[src/rtl/clock_gen_pkg.sv]
// rtl/clock_gen_pkg.sv - state encodings and divider arithmetic shared by clock_gen
package clock_gen_pkg;

    localparam logic [1:0] ST_IDLE       = 2'd0;
    localparam logic [1:0] ST_PHASE_WAIT = 2'd1;
    localparam logic [1:0] ST_RUN        = 2'd2;
    localparam logic [1:0] ST_STOPPING   = 2'd3;

    function automatic int calc_div(input int ref_khz, input int freq_khz);
        return ref_khz / freq_khz;
    endfunction

    // Rounded high time, clamped so both halves of the period are at least one cycle.
    function automatic int calc_high(input int div, input int duty);
        int h;
        h = (div * duty + 50) / 100;
        if (h < 1) h = 1;
        if (h > div - 1) h = div - 1;
        return h;
    endfunction

    function automatic int cnt_width(input int div);
        return (div <= 2) ? 1 : $clog2(div);
    endfunction

endpackage

[src/rtl/clock_gen_sync.sv]
// rtl/clock_gen_sync.sv - two-flop synchronizer for the asynchronous enable request
module clock_gen_sync (
    input  logic clk_i,
    input  logic rst_i,
    input  logic d_i,
    output logic q_o
);

    logic meta_q;
    logic sync_q;

    always_ff @(posedge clk_i) begin
        if (rst_i) begin
            meta_q <= 1'b0;
            sync_q <= 1'b0;
        end else begin
            meta_q <= d_i;
            sync_q <= meta_q;
        end
    end

    assign q_o = sync_q;

endmodule

[src/rtl/clock_gen.sv]
// rtl/clock_gen.sv - glitch-free programmable divided clock/strobe; CLKGEN_SYNC_EN adds an enable synchronizer
module clock_gen
    import clock_gen_pkg::*;
#(
    parameter int REF_FREQ_KHZ = 1200000,
    parameter int FREQ         = 100000,
    parameter int DUTY         = 50,
    parameter int PHASE        = 0
) (
    input  logic clk,
    input  logic rst,
    input  logic enable,
    output logic clk_out,
    output logic active
);

    localparam int DIV  = calc_div(REF_FREQ_KHZ, FREQ);
    localparam int HIGH = calc_high(DIV, DUTY);
    localparam int CW   = cnt_width(DIV);
    localparam int PW   = (PHASE > 1) ? $clog2(PHASE) : 1;

    localparam logic [CW-1:0] HIGH_C   = CW'(HIGH);
    localparam logic [CW-1:0] CNT_LAST = CW'(DIV - 1);
    localparam logic [PW-1:0] PH_LAST  = PW'((PHASE > 0) ? PHASE - 1 : 0);

    generate
        if (DIV < 2 || DUTY < 1 || DUTY > 99) begin : g_bad_cfg
            $error("clock_gen: DIV must be >= 2 and DUTY within 1..99");
        end
    endgenerate

    logic en_s;

`ifdef CLKGEN_SYNC_EN
    clock_gen_sync u_sync (
        .clk_i (clk),
        .rst_i (rst),
        .d_i   (enable),
        .q_o   (en_s)
    );
`else
    assign en_s = enable;
`endif

    logic [1:0]    state_q, state_d;
    logic [CW-1:0] cnt_q, cnt_d;
    logic [PW-1:0] ph_q, ph_d;
    logic          clk_out_q, clk_out_d;

    always_comb begin
        state_d   = state_q;
        cnt_d     = '0;
        ph_d      = '0;
        clk_out_d = 1'b0;
        case (state_q)
            ST_IDLE: begin
                if (en_s) begin
                    if (PHASE > 0) state_d = ST_PHASE_WAIT;
                    else           state_d = ST_RUN;
                end
            end
            ST_PHASE_WAIT: begin
                if (!en_s)               state_d = ST_IDLE;
                else if (ph_q == PH_LAST) state_d = ST_RUN;
                else                     ph_d    = ph_q + PW'(1);
            end
            ST_RUN, ST_STOPPING: begin
                // Output and counter keep running while stopping so the period always completes.
                clk_out_d = (cnt_q < HIGH_C);
                cnt_d     = (cnt_q == CNT_LAST) ? '0 : cnt_q + CW'(1);
                if (en_s)                     state_d = ST_RUN;
                else if (state_q == ST_STOPPING && cnt_q == CNT_LAST)
                                              state_d = ST_IDLE;
                else                          state_d = ST_STOPPING;
            end
            default: state_d = ST_IDLE;
        endcase
    end

    always_ff @(posedge clk) begin
        if (rst) begin
            state_q   <= ST_IDLE;
            cnt_q     <= '0;
            ph_q      <= '0;
            clk_out_q <= 1'b0;
        end else begin
            state_q   <= state_d;
            cnt_q     <= cnt_d;
            ph_q      <= ph_d;
            clk_out_q <= clk_out_d;
        end
    end

    assign clk_out = clk_out_q;
    assign active  = (state_q != ST_IDLE);

endmodule

[config.mk]
export PLATFORM = sky130hd
export DESIGN_NAME = clock_gen
export DESIGN_NICKNAME = d
export VERILOG_FILES = /design/src/rtl/clock_gen_pkg.sv /design/src/rtl/clock_gen_sync.sv /design/src/rtl/clock_gen.sv
export SDC_FILE = /design/constraint.sdc
export NUM_CORES = 1
export LEC_CHECK = 0
export BUFFER_PORTS_ARGS = -buffer_cell sky130_fd_sc_hd__buf_2
export CAP_MARGIN = 30
export CORE_AREA = 3 3 40 42
export DETAILED_ROUTE_END_ITERATION = 7
export DIE_AREA = 0 0 43 45
export SYNTH_ARGS = -nofsm -noshare
export SYNTH_HDL_FRONTEND = slang
export SYNTH_SLANG_ARGS = --single-unit
[constraint.sdc]
create_clock -name clk -period 2.36 [get_ports clk]
set_clock_uncertainty 0.2 [all_clocks]
set_input_delay 0.354 -clock clk [delete_from_list [all_inputs] [get_ports clk]]
set_output_delay 0.354 -clock clk [all_outputs]
set_load 0.02 [all_outputs]
==> results of run 1 <==
[worst max-delay path by stage]
stage,slack (ns),endpoint
2_1_floorplan,1.16,active
3_3_place_gp,1.07,active
3_5_place_dp,1.05,active
4_1_cts,0.76,active
5_1_grt,0.73,active
6_report,0.78,active
[critical path, stage by stage, from the launching register on]
cell and delay, ns:
dfxtp_1 0.33, or2_2 0.29, buf_2 0.16
[logic make-up after synthesis]
logic type | count (synthesis) | share of synthesized area (%)
simple gates | 12 | 20.8
xor+xnor | 2 | 5.93
buf+inv | 3 | 3.81
fa+ha+maj | 1 | 4.24
compound gates | 4 | 9.75
flops | 8 | 54.2
other cells | 1 | 1.27
[registers in the layout (all words and copies together) (netlist names)]
name,cells
cnt_q,4
clk_out,1
state_q,2
ph_q,1
[through the flow]
stage	cells	setup WS (ns)	power, mW
final	53	0.781	0.263
after global routing	53	0.730	0.282
after CTS	53	0.764	0.270
after detailed placement	50	1.05	0.165
after global placement	50	1.07	0.164
after floorplan	31	1.16	0.158
[synth_stat cells]
cell type,instances
dfxtp_1,8
nor2_1,5
a21oi_1,2
inv_1,2
a2111oi_0,1
a311o_1,1
conb_1,1
ha_1,1
inv_2,1
nand2_1,1
nand3_1,1
nand3b_1,1
nand4_1,1
nand4b_1,1
nor3_1,1
or2_2,1
xnor2_1,1
xor2_1,1
[power by group]
part	switching, mW	leakage [nW]	internal, mW
combinational	0.0104	0.0633	0.00751
clock	0.0430	0.0138	0.0580
sequential	0.00348	0.0657	0.140
[layout by cell type (no fill, tap or decap), drive strengths merged]
| cell type | n |
|---|---|
| dfxtp | 8 |
| nor2 | 5 |
| buf | 4 |
| clkbuf | 3 |
| inv | 3 |
| a21oi | 2 |
| or2 | 1 |
| a311o | 1 |
| nand3 | 1 |
| xor2 | 1 |
| a2111oi | 1 |
| xnor2 | 1 |
| nand4 | 1 |
| nand4b | 1 |
| nand3b | 1 |
| nand2 | 1 |
| nor3 | 1 |
| ha | 1 |
| conb | 1 |
[cell type report]
class / instances / area (um2) / area share (%)
Inverter: 3 / 11.3 / 3.16
Sequential cell: 8 / 160 / 44.9
Tap cell: 15 / 18.8 / 5.26
Clock buffer: 3 / 22.5 / 6.32
Timing Repair Buffer: 4 / 20.0 / 5.61
Multi-Input combinational cell: 20 / 124 / 34.7
[per-layer routing]
layer  GRT usage (%)  vias up  share of wire, %
li1                -      121                 -
met1            6.28       97                49
met2            8.38        4                43
met3            3.59        2               4.9
met4            9.04        0               2.5
met5               0        -                 0
==> qor.yml, run 1 <==
timing:
  rsz0062_at_grt: "no"
  hold_ws_ns: 0.120
  fmax_mhz: 633
  post-route-period-util_pct: 66.9
  fin_crit_ns: 1.58
  final_max_slew_viol_count: 0
  fin_setup_tns_ns: 0
  setup_viol_count_final: 0
  hold_viol: 0
drt:
  drtIter0Drc: 5
  postRouteAntennaNets: 0
  wire_per_inst_um: 9.17
  viasPerCell: 4.23
  routed_wl_um: 486
  vias: 224
  drcViolationCount: 0
  drt_first_pass_iters: 2
die:
  rows: 13
  die_area_mm2: 0.00194
  coreArea_mm2: 0.00128
  ios: 5
  initial_core_util_pct: 23.0
  die_h_um: 45
  die_w_um: 43
critical_path:
  worstSetupPathType: "reg -> out"
  startpoint: "state_q[1]"
  endpoint_kind: "output pin"
  crit_fanout: 4
  reg2reg_from: "cnt_q[0]"
  required_ns: 1.81
  r2r_end: "cnt_q[3]"
  r2r_slack_ns: 1.11
  critPathLaunchType: "register"
  r2r_cells: 3
  cp.arrival_ns: 1.03
power_and_ir_drop:
  power_density_mw_per_mm2: 737
  vdd_drop_max_mv: 0.138
  power_leakage_nw: 0.143
worst_hold_path:
  worstHoldEndpoint: "state_q[0]"
  hp-class: "in -> reg"
  worstHoldStart: "rst"
  min_path_cells: 2
placed_design:
  dp_hpwl_um: 355
  place_area_um2: 334
  port_buffers: 4
  gp_congestion: 0.742
grt:
  grt_use_total_pct: 6.50
  grt_overflow: 0
  grt_max_degree: 6
  antenna_found_initial: 0
  grt_pass1_wl_um: 807
  grt_pass1_vias: 208
cells_and_area:
  diodes: 0
  design_area_um2: 357
  fill_cells: 143
  area_growth_syn_to_layout_pct: 20.8
  drive_gt1_share_pct: 23.7
  final_core_util_pct: 27.8
  nets: 44
status:
  outcome: "complete, no violations"
clock_network:
  cts_tree: "built"
  cts-root-buf: "clkbuf_4"
  ctsHoldBuffers: 0
  cts.repair.resized: 0
  clkTransAtPathRegs_ns: 0.05
  cts_sinks: 8
  cts_buffers: 3
  htreeDepth: 1
  clock_latency_ns: 0.25
  clock_path_buffers: 2
  cts_setup_buffers: 0
yosys:
  synth.largest_area_cell: "dfxtp_1"
  synth_top_area_share_pct: 54.2
  ys_seq_area_share_pct: 54.2
  syn_inst: 31
  syn_area_um2: 295
  synth_area_leaders: "dfxtp_1 54%, nor2_1 6.4%, ha_1 4.2%"
  syn_area_per_cell_um2: 9.53
  yosysWarnings: 0
  ys_seq_elements: 8
  synthesis.nets: 35
  synth.distinct_cells: 18
flow_run:
  maxCapViolations: 0
Power figures use the tool's default switching activity.
==> inputs of run 2 (changes only) <==
==> constraint.sdc (replaced) <==
create_clock -name clk -period 1.44 [get_ports clk]
set_clock_uncertainty 0.2 [all_clocks]
set_input_delay 0.216 -clock clk [delete_from_list [all_inputs] [get_ports clk]]
set_output_delay 0.216 -clock clk [all_outputs]
set_load 0.02 [all_outputs]
==> run 2 against run 1 <==
  * Worst setup slack lost 0.72 ns
  * Total power grew 69%
  * Register-to-register slack lost 0.93 ns
  * Global-route usage grew 0.76 points
  * Combinational power grew 120%
==> qor.yml, run 2 (synthesis gave the netlist of run 1 again) <==
drt:
  viasPerCell: 4.27  # +1.1%
  drtIter0Drc: 2  # -3
  wire_per_inst_um: 9.00  # -1.9%
  routed_wl_um: 495  # +1.9%
  drt_first_pass_iters: 2  # unchanged
  vias: 235  # +4.9%
  drcViolationCount: 0  # unchanged
  postRouteAntennaNets: 0  # unchanged
timing:
  hold_viol: 0  # unchanged
  fmax_mhz: 725
  fin_crit_ns: 1.38
  fin_setup_tns_ns: 0  # unchanged
  final_max_slew_viol_count: 0  # unchanged
  post-route-period-util_pct: 95.8
  rsz0062_at_grt: "no"
  setup_viol_count_final: 0  # unchanged
cells_and_area:
  nets: 46  # +4.5%
  diodes: 0  # unchanged
  reg_top3: "cnt_q (4), state_q (2)"
  layout.cells.non_filler: 55  # +3.8%
  regMostFlops: "cnt_q"
  largest_reg_flops: 4  # unchanged
  final_common_cell: "dfxtp_1"
  final_core_util_pct: 30.0  # +2.2 points
  drive_gt1_share_pct: 30.0  # +6.3 points
  final_cell_mix: "6 x dfxtp_1, 5 x nor2_1, 3 x clkbuf_4, 3 x buf_2"
  area_growth_syn_to_layout_pct: 30.5
status:
  outcome: "complete, no violations"
critical_path:
  cp.arrival_ns: 1.37  # +0.34 ns
  endpoint_kind: "register"
  worstSetupPathType: "in -> reg"
  required_ns: 1.43  # -0.38 ns
  reg2reg_from: "cnt_q[0]"
  r2r_slack_ns: 0.18  # -0.93 ns
  crit_fanout: 4  # unchanged
  startpoint: "rst"
  r2r_end: "cnt_q[3]"
  r2r_cells: 3  # unchanged
  critPathLaunchType: "input pin"
power_and_ir_drop:
  vdd_drop_max_mv: 0.382  # +180%
  p_sw_uw: 96.8  # +70%
  internal_power_uw: 347  # +69%
  p_comb_share_pct: 9.0  # +2.2 points
  power_density_mw_per_mm2: 1150  # +56%
  swShare_pct: 21.8  # +0.15 points
  seq_power_share_pct: 53.1  # -1.7 points
  clockPowerShare_pct: 37.9  # -0.5 points
  power_leakage_nw: 0.154  # +8.0%
placed_design:
  dp.cells: 50  # unchanged
  gp_congestion: 0.672  # -9.5%
  port_buffers: 4  # unchanged
  dp_hpwl_um: 359  # +1.2%
flow_run:
  maxCapViolations: 0  # unchanged
die:
  ios: 5  # unchanged
  die_h_um: 45  # unchanged
  rows: 13  # unchanged
  initial_core_util_pct: 23.0  # unchanged
  coreArea_mm2: 0.00128  # unchanged
  die_area_mm2: 0.00194  # unchanged
  die_w_um: 43  # unchanged
grt:
  grt_pass1_vias: 222  # +6.7%
  grt_max_degree: 6  # unchanged
  grt_overflow: 0  # unchanged
  grt_pass1_wl_um: 903  # +12%
  grt_use_total_pct: 7.26  # +0.76 points
  antenna_found_initial: 0  # unchanged
worst_hold_path:
  min_path_cells: 3  # +1
  hp-class: "in -> reg"
  worstHoldStart: "enable"
  worstHoldEndpoint: "state_q[0]"
clock_network:
  clock_path_buffers: 2  # unchanged
  clock_latency_ns: 0.25  # about the same
  htreeDepth: 1  # unchanged
  cts_tree: "built"
  clkTransAtPathRegs_ns: 0.05  # about the same
  cts-root-buf: "clkbuf_4"
  cts_buffers: 3  # unchanged
  cts_sinks: 8  # unchanged
-- run 2: cell count changes in the layout (fill, tap and decap cells not counted) --
cell / change
buf_2: -1
buf_6: +1
dfxtp_2: +2
dlygate4sd3_1: +1
buf_4: +1
dfxtp_1: -2
or2_2: -1
or2_4: +1
-- run 2: per-layer routing --
layer,track usage (%),up-vias,part of all wire (%)
met5,0,-,0
met4,14.5,0,3.8
met3,1.20,2,2.2
met2,10.2,4,52
met1,6.30,105,42
li1,-,124,-
-- run 2: per-stage QoR --
| stage | hold WS [ns] | worst slack (ns) | cell area, um2 | power, mW |
|---|---|---|---|---|
| 3_3_place_gp | 0.227 | 0.210 | 334 | 0.269 |
| 2_1_floorplan | 0.0851 | 0.255 | 295 | 0.258 |
| 6_report | 0.0577 | 0.0600 | 385 | 0.444 |
| 3_5_place_dp | 0.233 | 0.187 | 334 | 0.269 |
| 4_1_cts | 0.0545 | 0.0128 | 382 | 0.455 |
| 5_1_grt | 0.0600 | 0.0394 | 385 | 0.481 |
-- run 2: worst max path at each step --
stage,to,cells past startpoint,slack [ns]
2_1_floorplan,cnt_q[2],3,0.26
3_3_place_gp,cnt_q[2],3,0.21
3_5_place_dp,cnt_q[3],3,0.19
4_1_cts,active,2,0.01
5_1_grt,cnt_q[3],4,0.04
6_report,cnt_q[3],4,0.06
-- run 2: what timing repair did --
action	CTS	global route
pin swaps	0	0
gates cloned	0	0
hold buffers	1	0
endpoints found under the hold margin	3	0
buffers inserted	1	0
endpoints found under the setup margin	1	1
gates resized for setup	3	2
-- run 2: power by group through the flow --
| stage | clock [mW] | combinational [mW] | sequential [mW] |
|---|---|---|---|
| floorplan | 0 | 0.0170 | 0.241 |
| global placement | 0 | 0.0286 | 0.240 |
| detailed placement | 0 | 0.0290 | 0.240 |
| CTS | 0.181 | 0.0388 | 0.235 |
| global route | 0.202 | 0.0434 | 0.236 |
| finish | 0.168 | 0.0400 | 0.236 |
-- run 2: area by class of cell --
type,count,area (um2)
inverters,3,11.3
fillers,134,900
well taps,15,18.8
repair buffers,6,43.8
clock buffers,3,22.5
flip-flops and latches,8,163
multi-input cells,20,126
-- run 2: worst max-delay path, stage by stage --
cell and delay [ns]:
dlygate4sd3_1 0.53, buf_2 0.14, a311o_1 0.37, nor2_1 0.11
==> inputs of run 3 (changes only) <==
--- a/config.mk
+++ b/config.mk
@@ -5,6 +5,7 @@
 export SDC_FILE = /design/constraint.sdc
 export NUM_CORES = 1
 export LEC_CHECK = 0
+export ABC_AREA = 1
 export BUFFER_PORTS_ARGS = -buffer_cell sky130_fd_sc_hd__buf_2
 export CAP_MARGIN = 30
 export CORE_AREA = 3 3 40 42
==> run 3 against run 2 <==
  * Synthesized area up 6.4%
  * Sequential share of layout area down 2.0 points
  * Highest routed layer is now met3
  * Via count up 8.5%
  * Worst hold slack worse by 0.040 ns
  * Critical path type is now reg -> out
  * Clock power down 4%
  * Routed wire length up 6.3%
  * Final area up 4.9%
  * Count of clock-buffer cells in the layout unchanged
  * Critical path depth down 2
==> qor.yml, run 3 <==
critical_path:
  worstSetupPathType: "reg -> out"
  critPathLaunchType: "register"
  reg2reg_from: "cnt_q[0]"
  cp.arrival_ns: 0.93  # -0.44 ns
  endpoint_kind: "output pin"
  worst_path_max_delay_cell: "dfxtp_2"
  required_ns: 1.02  # -0.41 ns
  r2r_end: "cnt_q[2]"
  crit_fanout: 3  # -1
  crit_chain: "or2_4, buf_6"
  r2r_slack_ns: 0.25  # +0.07 ns
  slowest_delay_ns: 0.33  # -0.20 ns
  r2r_cells: 3  # unchanged
die:
  die_h_um: 45  # unchanged
  die_w_um: 43  # unchanged
  rows: 13  # unchanged
  initial_core_util_pct: 24.4  # +1.5 points
  coreArea_mm2: 0.00128  # unchanged
  die_area_mm2: 0.00194  # unchanged
  ios: 5  # unchanged
cells_and_area:
  layout.cells.non_filler: 62  # +13%
  final_core_util_pct: 31.5  # +1.5 points
  final_common_cell: "nand2_1"
  largest_reg_flops: 4  # unchanged
  design_area_um2: 404  # +4.9%
  final_cell_mix: "7 x nand2_1, 6 x dfxtp_1, 4 x inv_1"
  reg_top3: "cnt_q (4), state_q (2)"
  drive_gt1_share_pct: 31.9  # +1.9 points
  nets: 53  # +15%
  area_growth_syn_to_layout_pct: 28.7
  regMostFlops: "cnt_q"
  diodes: 0  # unchanged
clock_network:
  cts_buffers: 3  # unchanged
  cts_sinks: 8  # unchanged
  clkTransAtPathRegs_ns: 0.05  # about the same
  clock_path_buffers: 2  # unchanged
  cts_tree: "built"
  cts-root-buf: "clkbuf_4"
  htreeDepth: 1  # unchanged
  clock_latency_ns: 0.25  # about the same
drt:
  drcViolationCount: 0  # unchanged
  vias: 255  # +8.5%
  viasPerCell: 4.11  # -3.7%
  drt_first_pass_iters: 2  # unchanged
  wire_per_inst_um: 8.48  # -5.7%
  drtIter0Drc: 4  # +2
  routed_wl_um: 526  # +6.3%
  postRouteAntennaNets: 0  # unchanged
timing:
  fin_setup_tns_ns: 0  # unchanged
  fin_crit_ns: 1.35  # -0.0343 ns
  final_max_slew_viol_count: 0  # unchanged
  setup_viol_count_final: 0  # unchanged
  hold_ws_ns: 0.0173  # -0.0403 ns
  hold_viol: 0  # unchanged
  rsz0062_at_grt: "no"
  setup_ws_ns: 0.0943  # +0.0343 ns
  fmax_mhz: 743  # +2.6%
  post-route-period-util_pct: 93.5  # -2.4 points
power_and_ir_drop:
  power_leakage_nw: 0.178  # +16%
  vdd_drop_max_mv: 0.494  # +29%
  finalPower_uw: 442  # -0.51%
  power_density_mw_per_mm2: 1090  # -5.1%
yosys:
  synth_top_area_share_pct: 51.0  # -3.2 points
  yosysWarnings: 0  # unchanged
  ys_async_sr_fraction_pct: 0  # unchanged
  synth-main-ff-cell: "dfxtp_1"
  synth.distinct_cells: 16  # -2
  syn_area_per_cell_um2: 8.26  # -13%
  ys_seq_area_share_pct: 51.0  # -3.2 points
  ys_seq_elements: 8  # unchanged
  synth_most_common_cell: "dfxtp_1"
  synth_area_leaders: "dfxtp_1 51%, nand2_1 8.4%, a21oi_1 4.8%"
  synthesis.nets: 42  # +20%
  synth-edff-count: 0  # unchanged
  synth_common_cells: "8 x dfxtp_1, 7 x nand2_1, 4 x inv_1, 3 x a21oi_1, 3 x nor2_1"
  syn_area_um2: 314  # +6.4%
  syn_inst: 38  # +23%
  synth.largest_area_cell: "dfxtp_1"
grt:
  grt_max_degree: 6  # unchanged
  antenna_found_initial: 0  # unchanged
  grt_pass1_wl_um: 966  # +7.0%
  grt_overflow: 0  # unchanged
  grt_pass1_vias: 258  # +16%
  grt_use_total_pct: 7.61  # +0.35 points
placed_design:
  dpl_worst_slack_ns: 0.240  # +0.0533 ns
  place_area_um2: 353  # +5.6%
  dp_hpwl_um: 395  # +10%
  dp.cells: 57  # +14%
  gp_congestion: 0.693  # +3.2%
  port_buffers: 4  # unchanged
worst_hold_path:
  hp-class: "in -> reg"
  worstHoldEndpoint: "state_q[1]"
  worstHoldStart: "enable"
  min_path_cells: 3  # unchanged
flow_run:
  maxCapViolations: 0  # unchanged
status:
  outcome: "complete, no violations"
-- run 3: worst max-delay path, delay by kind of cell, from the launching register on --
| family | cells | cell delay (ns) |
|---|---|---|
| flip-flops | 1 | 0.33 |
| AND/OR/NAND/NOR | 1 | 0.22 |
| buffers and inverters | 1 | 0.13 |
-- run 3: layout make-up --
cell class              count  area (um2)
repair buffers              6        43.8
multi-input cells          24         134
inverters                   6        22.5
well taps                  15        18.8
fillers                   145         881
clock buffers               3        22.5
flip-flops and latches      8         163
-- run 3: what timing repair did --
action / 4_1_cts / 5_1_grt
resized for setup: 2 / 3
hold buffers: 1 / 0
endpoints found under the hold margin: 2 / 0
endpoints found under the setup margin: 1 / 1
cloned: 0 / 0
buffers inserted: 1 / 0
-- run 3: power breakdown --
group / switching (mW) / total, mW / internal [mW] / leakage [nW]
registers: 0.00473 / 0.236 / 0.231 / 0.0663
clock network: 0.0677 / 0.162 / 0.0948 / 0.0138
logic: 0.0221 / 0.0434 / 0.0213 / 0.0981
-- run 3: routing by layer --
| metal | vias to the layer above | part of all wire, % | global-route usage (%) |
|---|---|---|---|
| li1 | 139 | - | - |
| met5 | - | 0 | 0 |
| met1 | 110 | 43 | 6.10 |
| met3 | 0 | 10 | 8.37 |
| met2 | 6 | 46 | 11.7 |
| met4 | 0 | 0 | 3.61 |
-- run 3: worst max path at each step --
stage | slack, ns | to | cells after the start | from
6_report | 0.09 | active | 2 | state_q[0]
5_1_grt | 0.06 | active | 2 | state_q[1]
2_1_floorplan | 0.29 | cnt_q[2] | 3 | cnt_q[0]
4_1_cts | 0.004 | active | 2 | state_q[0]
3_3_place_gp | 0.24 | active | 2 | state_q[1]
3_5_place_dp | 0.24 | active | 2 | state_q[1]
-- run 3: kinds of logic (layout without fill, tap and decap cells) --
| logic type | after synthesis | in the layout | share of synthesized area [%] |
|---|---|---|---|
| AOI/OAI and AO/OA | 4 | 4 | 7.57 |
| adders and majority gates | 1 | 1 | 3.98 |
| buffers and inverters | 6 | 15 | 7.17 |
| DFF | 8 | 8 | 51.0 |
| other | 1 | 1 | 1.19 |
| and+or+nand+nor | 18 | 18 | 29.1 |
